## src/rtl/div_sequencer_pkg.sv

```systemverilog
// Shared definitions for the divide sequencer: op encodings, FSM states and
// result-selection helpers used by both the sequencer and its special-case unit.
package div_sequencer_pkg;

  localparam logic [1:0] OP_DIV  = 2'd0;
  localparam logic [1:0] OP_DIVU = 2'd1;
  localparam logic [1:0] OP_REM  = 2'd2;
  localparam logic [1:0] OP_REMU = 2'd3;

  localparam logic [1:0] DIV_SIGNED_ON  = 2'b11;
  localparam logic [1:0] DIV_SIGNED_OFF = 2'b00;

  typedef enum logic [1:0] {IDLE, WAIT, FLUSH, DONE} state_t;

  function automatic logic op_signed(input logic [1:0] op);
    return (op == OP_DIV) || (op == OP_REM);
  endfunction

  function automatic logic op_rem(input logic [1:0] op);
    return op[1];
  endfunction

  function automatic logic [63:0] sext32(input logic [31:0] v);
    return {{32{v[31]}}, v};
  endfunction

  // The divider zero-extends W results, so word results are re-extended here.
  function automatic logic [63:0] pick_result(input logic [1:0] op, input logic word,
                                              input logic [63:0] q, input logic [63:0] r);
    logic [63:0] v;
    v = op_rem(op) ? r : q;
    return word ? sext32(v[31:0]) : v;
  endfunction

endpackage

```

## src/rtl/div_sequencer_if.sv

```systemverilog
// EXU-side request/response handshake of the divide sequencer.
interface div_sequencer_if #(parameter int XLEN = 64);
  logic            in_valid;
  logic            in_ready;
  logic [1:0]      in_op;
  logic            in_word;
  logic [XLEN-1:0] in_src1;
  logic [XLEN-1:0] in_src2;
  logic            flush;
  logic            out_valid;
  logic            out_ready;
  logic [XLEN-1:0] out_data;

  modport master (
    output in_valid, in_op, in_word, in_src1, in_src2, flush, out_ready,
    input  in_ready, out_valid, out_data
  );

  modport slave (
    input  in_valid, in_op, in_word, in_src1, in_src2, flush, out_ready,
    output in_ready, out_valid, out_data
  );
endinterface

```

## src/rtl/div_special_result.sv

```systemverilog
// Combinational divide-by-zero and signed-overflow detection with the
// architecturally defined results for those cases.
module div_special_result
  import div_sequencer_pkg::*;
(
  input  logic [63:0] src1,
  input  logic [63:0] src2,
  input  logic        word,
  input  logic        is_signed,
  output logic        is_zero,
  output logic        is_ovf,
  output logic [63:0] special_q,
  output logic [63:0] special_r
);

  logic [63:0] dividend;

  always_comb begin
    is_zero  = word ? (src2[31:0] == 32'd0) : (src2 == 64'd0);
    is_ovf   = is_signed &&
               (word ? ((src1[31:0] == 32'h8000_0000) && (src2[31:0] == 32'hFFFF_FFFF))
                     : ((src1 == 64'h8000_0000_0000_0000) && (src2 == {64{1'b1}})));
    dividend = word ? sext32(src1[31:0]) : src1;
    special_q = {64{1'b1}};
    special_r = dividend;
    if (!is_zero && is_ovf) begin
      special_q = dividend;
      special_r = 64'd0;
    end
  end

endmodule

```

## src/rtl/div_sequencer.sv

```systemverilog
// Front end for the iterative 64-bit divider: resolves special cases locally,
// reuses the last divider result for matching operands, else runs the divider.
module div_sequencer
  import div_sequencer_pkg::*;
#(
  parameter int XLEN     = 64,
  parameter bit CACHE_EN = 1'b1
) (
  input  logic            clock,
  input  logic            reset,
  div_sequencer_if.slave  exu,
  output logic            div_valid,
  output logic            div_flush,
  output logic            div_w,
  output logic [1:0]      div_signed,
  output logic [XLEN-1:0] div_dividend,
  output logic [XLEN-1:0] div_divisor,
  input  logic            div_ready,
  input  logic            div_out_valid,
  input  logic [XLEN-1:0] div_quotient,
  input  logic [XLEN-1:0] div_remainder
);

  state_t          state_reg;
  logic [1:0]      op_reg;
  logic            word_reg;
  logic [XLEN-1:0] src1_reg;
  logic [XLEN-1:0] src2_reg;
  logic [XLEN-1:0] out_data_reg;
  logic            out_valid_reg;
  logic            div_valid_reg;
  logic            div_flush_reg;

  logic            accept;
  logic            req_signed;
  logic            is_zero;
  logic            is_ovf;
  logic [XLEN-1:0] special_q;
  logic [XLEN-1:0] special_r;
  logic [XLEN-1:0] special_data;
  logic            cache_hit;
  logic [XLEN-1:0] cache_data;
  logic            result_commit;

  assign exu.in_ready  = (state_reg == IDLE) && div_ready;
  assign exu.out_valid = out_valid_reg;
  assign exu.out_data  = out_data_reg;

  assign accept        = exu.in_valid && exu.in_ready && !exu.flush;
  assign req_signed    = op_signed(exu.in_op);
  assign special_data  = op_rem(exu.in_op) ? special_r : special_q;
  assign result_commit = (state_reg == WAIT) && !exu.flush && div_out_valid;

  assign div_valid    = div_valid_reg;
  assign div_flush    = div_flush_reg;
  assign div_w        = word_reg;
  assign div_signed   = op_signed(op_reg) ? DIV_SIGNED_ON : DIV_SIGNED_OFF;
  assign div_dividend = src1_reg;
  assign div_divisor  = src2_reg;

  div_special_result u_special (
    .src1      (exu.in_src1),
    .src2      (exu.in_src2),
    .word      (exu.in_word),
    .is_signed (req_signed),
    .is_zero   (is_zero),
    .is_ovf    (is_ovf),
    .special_q (special_q),
    .special_r (special_r)
  );

  generate
    if (CACHE_EN) begin : g_cache
      logic            valid_reg;
      logic            word_c_reg;
      logic            signed_c_reg;
      logic [XLEN-1:0] src1_c_reg;
      logic [XLEN-1:0] src2_c_reg;
      logic [XLEN-1:0] q_c_reg;
      logic [XLEN-1:0] r_c_reg;

      // Flushed results never land here, so the entry survives a flush intact.
      always_ff @(posedge clock) begin
        if (!reset) begin
          valid_reg    <= 1'b0;
          word_c_reg   <= 1'b0;
          signed_c_reg <= 1'b0;
          src1_c_reg   <= '0;
          src2_c_reg   <= '0;
          q_c_reg      <= '0;
          r_c_reg      <= '0;
        end else if (result_commit) begin
          valid_reg    <= 1'b1;
          word_c_reg   <= word_reg;
          signed_c_reg <= op_signed(op_reg);
          src1_c_reg   <= src1_reg;
          src2_c_reg   <= src2_reg;
          q_c_reg      <= div_quotient;
          r_c_reg      <= div_remainder;
        end
      end

      assign cache_hit  = valid_reg && (src1_c_reg == exu.in_src1) && (src2_c_reg == exu.in_src2) &&
                          (word_c_reg == exu.in_word) && (signed_c_reg == req_signed);
      assign cache_data = pick_result(exu.in_op, exu.in_word, q_c_reg, r_c_reg);
    end else begin : g_no_cache
      assign cache_hit  = 1'b0;
      assign cache_data = '0;
    end
  endgenerate

  always_ff @(posedge clock) begin
    if (!reset) begin
      state_reg     <= IDLE;
      op_reg        <= OP_DIV;
      word_reg      <= 1'b0;
      src1_reg      <= '0;
      src2_reg      <= '0;
      out_data_reg  <= '0;
      out_valid_reg <= 1'b0;
      div_valid_reg <= 1'b0;
      div_flush_reg <= 1'b0;
    end else begin
      case (state_reg)
        IDLE: begin
          if (accept) begin
            op_reg   <= exu.in_op;
            word_reg <= exu.in_word;
            src1_reg <= exu.in_src1;
            src2_reg <= exu.in_src2;
            if (is_zero || is_ovf) begin
              out_data_reg  <= special_data;
              out_valid_reg <= 1'b1;
              state_reg     <= DONE;
            end else if (cache_hit) begin
              out_data_reg  <= cache_data;
              out_valid_reg <= 1'b1;
              state_reg     <= DONE;
            end else begin
              div_valid_reg <= 1'b1;
              state_reg     <= WAIT;
            end
          end
        end
        WAIT: begin
          if (exu.flush) begin
            div_flush_reg <= 1'b1;
            state_reg     <= FLUSH;
          end else if (div_out_valid) begin
            out_data_reg  <= pick_result(op_reg, word_reg, div_quotient, div_remainder);
            out_valid_reg <= 1'b1;
            div_valid_reg <= 1'b0;
            state_reg     <= DONE;
          end
        end
        FLUSH: begin
          // A late result strobe is ignored; only divider idle ends the flush.
          if (div_ready) begin
            div_valid_reg <= 1'b0;
            div_flush_reg <= 1'b0;
            state_reg     <= IDLE;
          end
        end
        DONE: begin
          if (exu.flush || exu.out_ready) begin
            out_valid_reg <= 1'b0;
            state_reg     <= IDLE;
          end
        end
        default: state_reg <= IDLE;
      endcase
    end
  end

endmodule
```

## src/flat_wrapper.sv

```systemverilog
// flat-port wrapper written by rule: the top's interface ports become plain ports
module div_sequencer_flat import div_sequencer_pkg::*;
#(
  parameter int XLEN     = 64,
  parameter bit CACHE_EN = 1'b1
)
  (clock, reset, div_valid, div_flush, div_w, div_signed, div_dividend, div_divisor, div_ready, div_out_valid, div_quotient, div_remainder, exu_in_valid, exu_in_op, exu_in_word, exu_in_src1, exu_in_src2, exu_flush, exu_out_ready, exu_in_ready, exu_out_valid, exu_out_data);
  div_sequencer_if #(.XLEN(XLEN)) exu_i ();
  input  logic clock;
  input  logic reset;
  output logic div_valid;
  output logic div_flush;
  output logic div_w;
  output logic [1:0] div_signed;
  output logic [XLEN-1:0] div_dividend;
  output logic [XLEN-1:0] div_divisor;
  input  logic div_ready;
  input  logic div_out_valid;
  input  logic [XLEN-1:0] div_quotient;
  input  logic [XLEN-1:0] div_remainder;
  input wire logic [$bits(exu_i.in_valid)-1:0] exu_in_valid;
  input wire logic [$bits(exu_i.in_op)-1:0] exu_in_op;
  input wire logic [$bits(exu_i.in_word)-1:0] exu_in_word;
  input wire logic [$bits(exu_i.in_src1)-1:0] exu_in_src1;
  input wire logic [$bits(exu_i.in_src2)-1:0] exu_in_src2;
  input wire logic [$bits(exu_i.flush)-1:0] exu_flush;
  input wire logic [$bits(exu_i.out_ready)-1:0] exu_out_ready;
  output wire logic [$bits(exu_i.in_ready)-1:0] exu_in_ready;
  output wire logic [$bits(exu_i.out_valid)-1:0] exu_out_valid;
  output wire logic [$bits(exu_i.out_data)-1:0] exu_out_data;
  assign exu_i.in_valid = exu_in_valid;
  assign exu_i.in_op = exu_in_op;
  assign exu_i.in_word = exu_in_word;
  assign exu_i.in_src1 = exu_in_src1;
  assign exu_i.in_src2 = exu_in_src2;
  assign exu_i.flush = exu_flush;
  assign exu_i.out_ready = exu_out_ready;
  assign exu_in_ready = exu_i.in_ready;
  assign exu_out_valid = exu_i.out_valid;
  assign exu_out_data = exu_i.out_data;
  div_sequencer #(.XLEN(XLEN), .CACHE_EN(CACHE_EN)) u_core (.clock(clock), .reset(reset), .exu(exu_i), .div_valid(div_valid), .div_flush(div_flush), .div_w(div_w), .div_signed(div_signed), .div_dividend(div_dividend), .div_divisor(div_divisor), .div_ready(div_ready), .div_out_valid(div_out_valid), .div_quotient(div_quotient), .div_remainder(div_remainder));
endmodule
```

## config.mk

```make
export PLATFORM = sky130hd
export DESIGN_NAME = div_sequencer_flat
export DESIGN_NICKNAME = d
export VERILOG_FILES = /design/src/rtl/div_sequencer_pkg.sv /design/src/rtl/div_sequencer_if.sv /design/src/rtl/div_special_result.sv /design/src/rtl/div_sequencer.sv /design/src/flat_wrapper.sv
export SDC_FILE = /design/constraint.sdc
export NUM_CORES = 1
export LEC_CHECK = 0
export ABC_CLOCK_PERIOD_IN_PS = 3400
export CAP_MARGIN = 25
export CORE_AREA = 2 2 196 198
export DETAILED_ROUTE_END_ITERATION = 8
export DIE_AREA = 0 0 198 200
export DONT_BUFFER_PORTS = 1
export HOLD_SLACK_MARGIN = 0.05
export PLACE_DENSITY = 0.83
export SETUP_SLACK_MARGIN = 0.05
export SLEW_MARGIN = 10
export SYNTH_ARGS = -nofsm -noshare
export SYNTH_HDL_FRONTEND = slang
export SYNTH_SLANG_ARGS = --single-unit
export TNS_END_PERCENT = 5
```

## constraint.sdc

```tcl
create_clock -name clock -period 3.4 [get_ports clock]
set_input_delay 0.85 -clock clock [delete_from_list [all_inputs] [get_ports clock]]
set_output_delay 0.85 -clock clock [all_outputs]
set_load 0.01 [all_outputs]
```

* Word level (Yosys, flattened, before mapping)
Cells that the tools add are included.
** Word-level totals
- Output and inout port bits :: 199
- Flip-flop bits (word level) :: 459
- Input bits :: 266
- Word-level logic and storage cells :: 114
** Operators by class
- Reduce and logical (&&, ||, !) cells :: 34
- Equality and inequality tests :: 23
- Muxes and demuxes :: 41
** Operator list (count)
- $mux W64 :: 13
- $eq A64 B64 Y1 :: 2
- $eq A64 B64 Y1 const B :: 2
- $pmux W64 S2 :: 1
- $eq A32 B32 Y1 const B :: 2
- $logic_not A64 Y1 :: 1
- $logic_not A32 Y1 :: 1
- $mux W2 :: 8
- $mux W1 :: 15
- $logic_and A1 B1 Y1 :: 13
- $ne A2 B2 Y1 const B :: 6
- $eq A2 B2 Y1 const B :: 4
- $pmux W2 S4 :: 1
- $reduce_and A7 Y1 :: 1
- $logic_not A2 Y1 :: 3
- $pmux W1 S3 :: 2
- $reduce_and A6 Y1 :: 1
- $reduce_bool A3 Y1 :: 2
- $reduce_and A5 Y1 :: 1
- $logic_or A1 B1 Y1 :: 4
- $ne A2 B1 Y1 const B :: 2
- $reduce_and A4 Y1 :: 1
- $reduce_bool A2 Y1 :: 2
- $ne A3 B2 Y1 const B :: 1
- 7 further kinds :: 9

* Longest topological paths before layout
- Depth in word-level cells :: 10
- Depth in mapped cells :: 11
- Mapped depth without buffers :: 9

* Hierarchy
A second synthesis with hierarchy kept.
** Second synthesis, totals
- Cells, all modules :: 2787
- Area, all modules :: 21982.3 um^2
** By module, submodules not included
- div_sequencer :: sequential area each 9188.8 um^2, cells each 2526, area each 20557.2 um^2, instances 1
- div_special_result :: sequential area each 0.0 um^2, cells each 261, area each 1425.1 um^2, instances 1

* Worst setup path before layout
No wires, ideal clock.
- Kind :: input to register
- Start :: in exu_in_src1[31]
- End :: reg u_core.out_data_reg[11] (netlist: u_core.exu.out_data[11])
- Path buffers :: 2
- Setup slack :: 0.295 ns
- Data required time :: 3.267 ns
- Stages on the path :: 9
- Arrival time :: 2.972 ns
- Library setup time :: 0.133 ns
- Cells stage by stage :: or4b_1 -> or4_1 -> nor4_4 -> nand3_2 -> and2_4 -> buf_6 -> buf_6 -> a221oi_1 -> a21oi_1
** Between the ends
- Word-level cells in the longest chain between the ends :: 10
- Elaborated cells between the ends (all ways) :: 21
- Classes of those cells :: 4 x eq/ne; 7 x mux; 10 x reduce/logical
** RTL lines
- start: declaration :: line flat_wrapper.sv:24 : input wire logic [$bits(exu_i.in_src1)-1:0] exu_in_src1;
- $eq A64 B64 Y1 / $eq A32 B32 Y1 (equally long branches) :: line div_special_result.sv:22, div_special_result.sv:21
- $logic_and A1 B1 Y1 (on tied branches) :: line div_special_result.sv:22, div_special_result.sv:21
- $mux W1 :: line div_special_result.sv:21 : (word ? ((src1[31:0] == 32'h8000_0000) && (src2[31:0] == 32'hFFFF_FFFF))
- $logic_and A1 B1 Y1 :: line div_special_result.sv:20 : is_ovf = is_signed &&
- $logic_and A1 B1 Y1 :: line div_special_result.sv:26 : if (!is_zero && is_ovf) begin
- $mux W64 :: line div_special_result.sv:26
- $mux W64 :: line div_sequencer.sv:51 : assign special_data = op_rem(exu.in_op) ? special_r : special_q;
- $mux W64 :: line div_sequencer.sv:131 : if (is_zero || is_ovf) begin
- $mux W64 :: line div_sequencer.sv:126 : if (accept) begin
- $pmux W64 S2 :: line div_sequencer.sv:124 : case (state_reg)
- end signal: assignment :: line div_sequencer.sv:132 : out_data_reg <= special_data;
- end signal: assignment :: line div_sequencer.sv:136 : out_data_reg <= cache_data;
- end signal: assignment :: line div_sequencer.sv:150 : out_data_reg <= pick_result(op_reg, word_reg, div_quotient, div_remainder);
- end: declaration :: line div_sequencer.sv:29 : logic [XLEN-1:0] out_data_reg;
Several ways; a longest one is shown, not always the timed one. The select of a mux whose other input is x is not followed.
A chain may end at the register's enable or synchronous reset.

* Worst setup path in the final report
- Start :: reg u_core.g_cache.src2_c_reg[46]
- End :: reg u_core.out_data_reg[47] (netlist: u_core.exu.out_data[47])
** Between the ends
- Word-level cells in the longest chain between the ends :: 6
** RTL lines
- start: declaration :: line div_sequencer.sv:78 : logic [XLEN-1:0] src2_c_reg;
- start signal: assignment :: line div_sequencer.sv:97 : src2_c_reg <= src2_reg;
- $eq A64 B64 Y1 :: line div_sequencer.sv:103 : assign cache_hit = valid_reg && (src1_c_reg == exu.in_src1) && (src2_c_reg == exu.in_src2) &&
- $logic_and A1 B1 Y1 (2 in a row) :: line div_sequencer.sv:103
- $logic_and A1 B1 Y1 :: line div_sequencer.sv:104 : (word_c_reg == exu.in_word) && (signed_c_reg == req_signed);
- $ne A3 B2 Y1 (no line)
- $reduce_and A5 Y1 (no line)
Every way passes these cells.

==> flow_metrics.tcl <==
set metrics [dict create \
    status "complete, no violations" \
    antenna_found_initial 1 \
    yosys_warnings 0 \
    cp_top_family "compound AO/OA/AOI/OAI gates" \
    h-tree-depth 2 \
    cp_cell_sequence "xnor2_1 -> nand4_1 -> nor4_1 -> nand4_1 -> buf_4 -> o41ai_4 -> o211ai_2 -> buf_12 -> o31ai_1" \
    drive_above_1_share_pct 8.52 \
    grt_overflow_total 0 \
    pre_cts_slack_ps -123 \
    grt_pass1_wl_um 122000 \
    slowest_delay_ps 500 \
    grt_start_max_net_pins 123 \
    vias 21700 \
    total_power_mw 13.0 \
    final_nets 3052 \
    final_common_cell "nand2_1" \
    cts.sink_count 459 \
    area_growth_syn_to_layout_pct 10.6 \
    grt_usage_pct 40.0 \
    critPathKind "reg -> reg" \
    synth_nets 3158 \
    cts_buffers 48 \
    min_path_type "in -> reg" \
    async_flop_share_pct 0 \
    endpoint_kind "register" \
    netlist_area_mm2 0.0223 \
    clk_pin_slew_ps 60 \
    layout_common_cells "793 x nand2_1, 457 x dfxtp_1, 452 x a21oi_1" \
    initial_core_util_pct 59.7 \
    synth_ff_type "dfxtp_1" \
    yosysUniqueCellTypes 63 \
    drc 0 \
    drv_slew 0 \
    finalCritPeriodShare_pct 91.7 \
    ctsHoldBuffers 0 \
    dpl_cell_area_mm2 0.0231 \
    crit_buf_inv 2 \
    hold_violations 0 \
    finalSetupViolCount 0 \
    finalSetupTns_ps 0 \
    cts.path.max_buffers 3 \
    numPortBuffers 0 \
    fp.dieW_um 198 \
    die_h_um 200 \
    n_fill_cell 3026 \
    ant_nets 0 \
    tightest_slew_ps 824 \
    ys_ff_latch 459 \
    avgViaCountPerCell 6.51 \
    worstSkewPairLatency_ps 600 \
    post_cts_buffers 0 \
    worst-path-max-fanout 32 \
    dr.first_iter.drc_count 2420 \
    slowest_stage "xnor2_1" \
    p_leak_nw 8.51 \
    layout_min_cycle_time_ps 3120 \
    arrival_ps 3580 \
    powerDensity_mw_per_mm2 524 \
    rows 71 \
    finalInstanceArea_mm2 0.0247 \
    avgSynthCellArea_um2 7.73 \
    maxCapViolations 0 \
    grt_pass1_vias 20300 \
    grt_setup_unrepaired "no" \
    final.setup.worst_slack_ps 282 \
    routed_wl_um 81700 \
    max_slew_margin_pct 45.1 \
    cts_tree "done" \
    crit_top_cell "nand4_1" \
    core_mm2 0.0374 \
    place_congestion 0.984 \
    synth_cells 2887 \
    skew_ps 27.0 \
    synth_seq_area_share_pct 41.2 \
    fmax_mhz 321 \
    wire_per_inst_um 24.6 \
    pin_count 465 \
    hpwl_um 57600 \
    critPathLaunchType "register" \
    synth-edff-count 0 \
    cts_resized 0 \
    first_pass_iters 8 \
    die_area_mm2 0.0396 \
    worst_hold_slack_ps 380 \
    required_ps 3870 \
    ir_drop_v 0.000492 \
    cts-root-buf "clkbuf_16" \
]
## where the power goes
part	internal [mW]	switching (mW)	total (mW)
sequential	5.59	0.287	5.87
clock	3.22	2.27	5.49
combinational	0.595	1.00	1.60
## final timing paths
check                                    end  slack (ps)  depth (start not counted)                     startpoint
hold / removal         u_core.div_divisor[2]         380                          2                 exu_in_src2[2]
setup reg to reg     u_core.exu.out_data[47]         280                          9  u_core.g_cache.src2_c_reg[46]
hold reg to reg   u_core.g_cache.q_c_reg[49]         450                          2     u_core.g_cache.q_c_reg[49]
setup / recovery     u_core.exu.out_data[47]         280                          9  u_core.g_cache.src2_c_reg[46]
## through the flow
step,cells,utilization [%]
after floorplan,2887,-
after global placement,3239,61.5
after detailed placement,3242,61.7
after CTS,3327,66.0
after global routing,3327,66.0
final,3328,66.1
## synth_stat cells (6+ instances only)
library cell,count,area [um2]
nand4_1,37,231
a221oi_1,29,254
xnor2_1,79,692
mux2i_1,66,661
a221oi_2,17,255
o22ai_1,10,62.6
maj3_1,9,90.1
a22oi_1,25,188
dfxtp_1,459,9190
o2111ai_1,7,61.3
nor2b_1,54,338
nand2b_1,46,288
a22o_1,6,52.6
a2111o_1,6,67.6
inv_1,42,158
nor4_1,39,244
clkbuf_1,215,807
buf_2,13,65.1
nand2_1,793,2980
o21ai_0,15,75.1
nor2_1,109,409
o31ai_1,63,473
buf_1,10,37.5
mux2_2,32,360
a21oi_1,453,2270
a211oi_1,54,405
a41oi_1,32,280
a211o_1,32,280
and3_1,35,219
o21a_1,31,233
nand3_1,6,30.0
## per-layer routing
metal  GRT usage, %  vias up  wire, um
li1               -     9826         -
met3           13.8      283     10800
met2           63.1     1440     36300
met4           22.3        0      5060
met1           47.8    10100     29500
met5              0        -         0
## cells by family after synthesis
logic type               Yosys count  synth area share [%]
AND/OR/NAND/NOR                 1150                  22.4
buffers and inverters            289                  5.12
multiplexers                      98                  4.57
AO/OA/AOI/OAI                    795                  22.9
flip-flops                       459                  41.2
adder cells (fa/ha/maj)           14                 0.684
XOR/XNOR                          82                  3.22
## layout make-up
type                            count  area (um2)  area share, %
Multi-Input combinational cell   2139       12100           48.9
Clock buffer                       64        1370           5.56
Timing Repair Buffer               88         983           3.98
Tap cell                          511         639           2.59
Clock inverter                     21         256           1.04
Inverter                           45         176          0.714
Sequential cell                   459        9190           37.2
Antenna cell                        1        2.50         0.0101
Note: power is estimated with default switching activity, not from simulation.
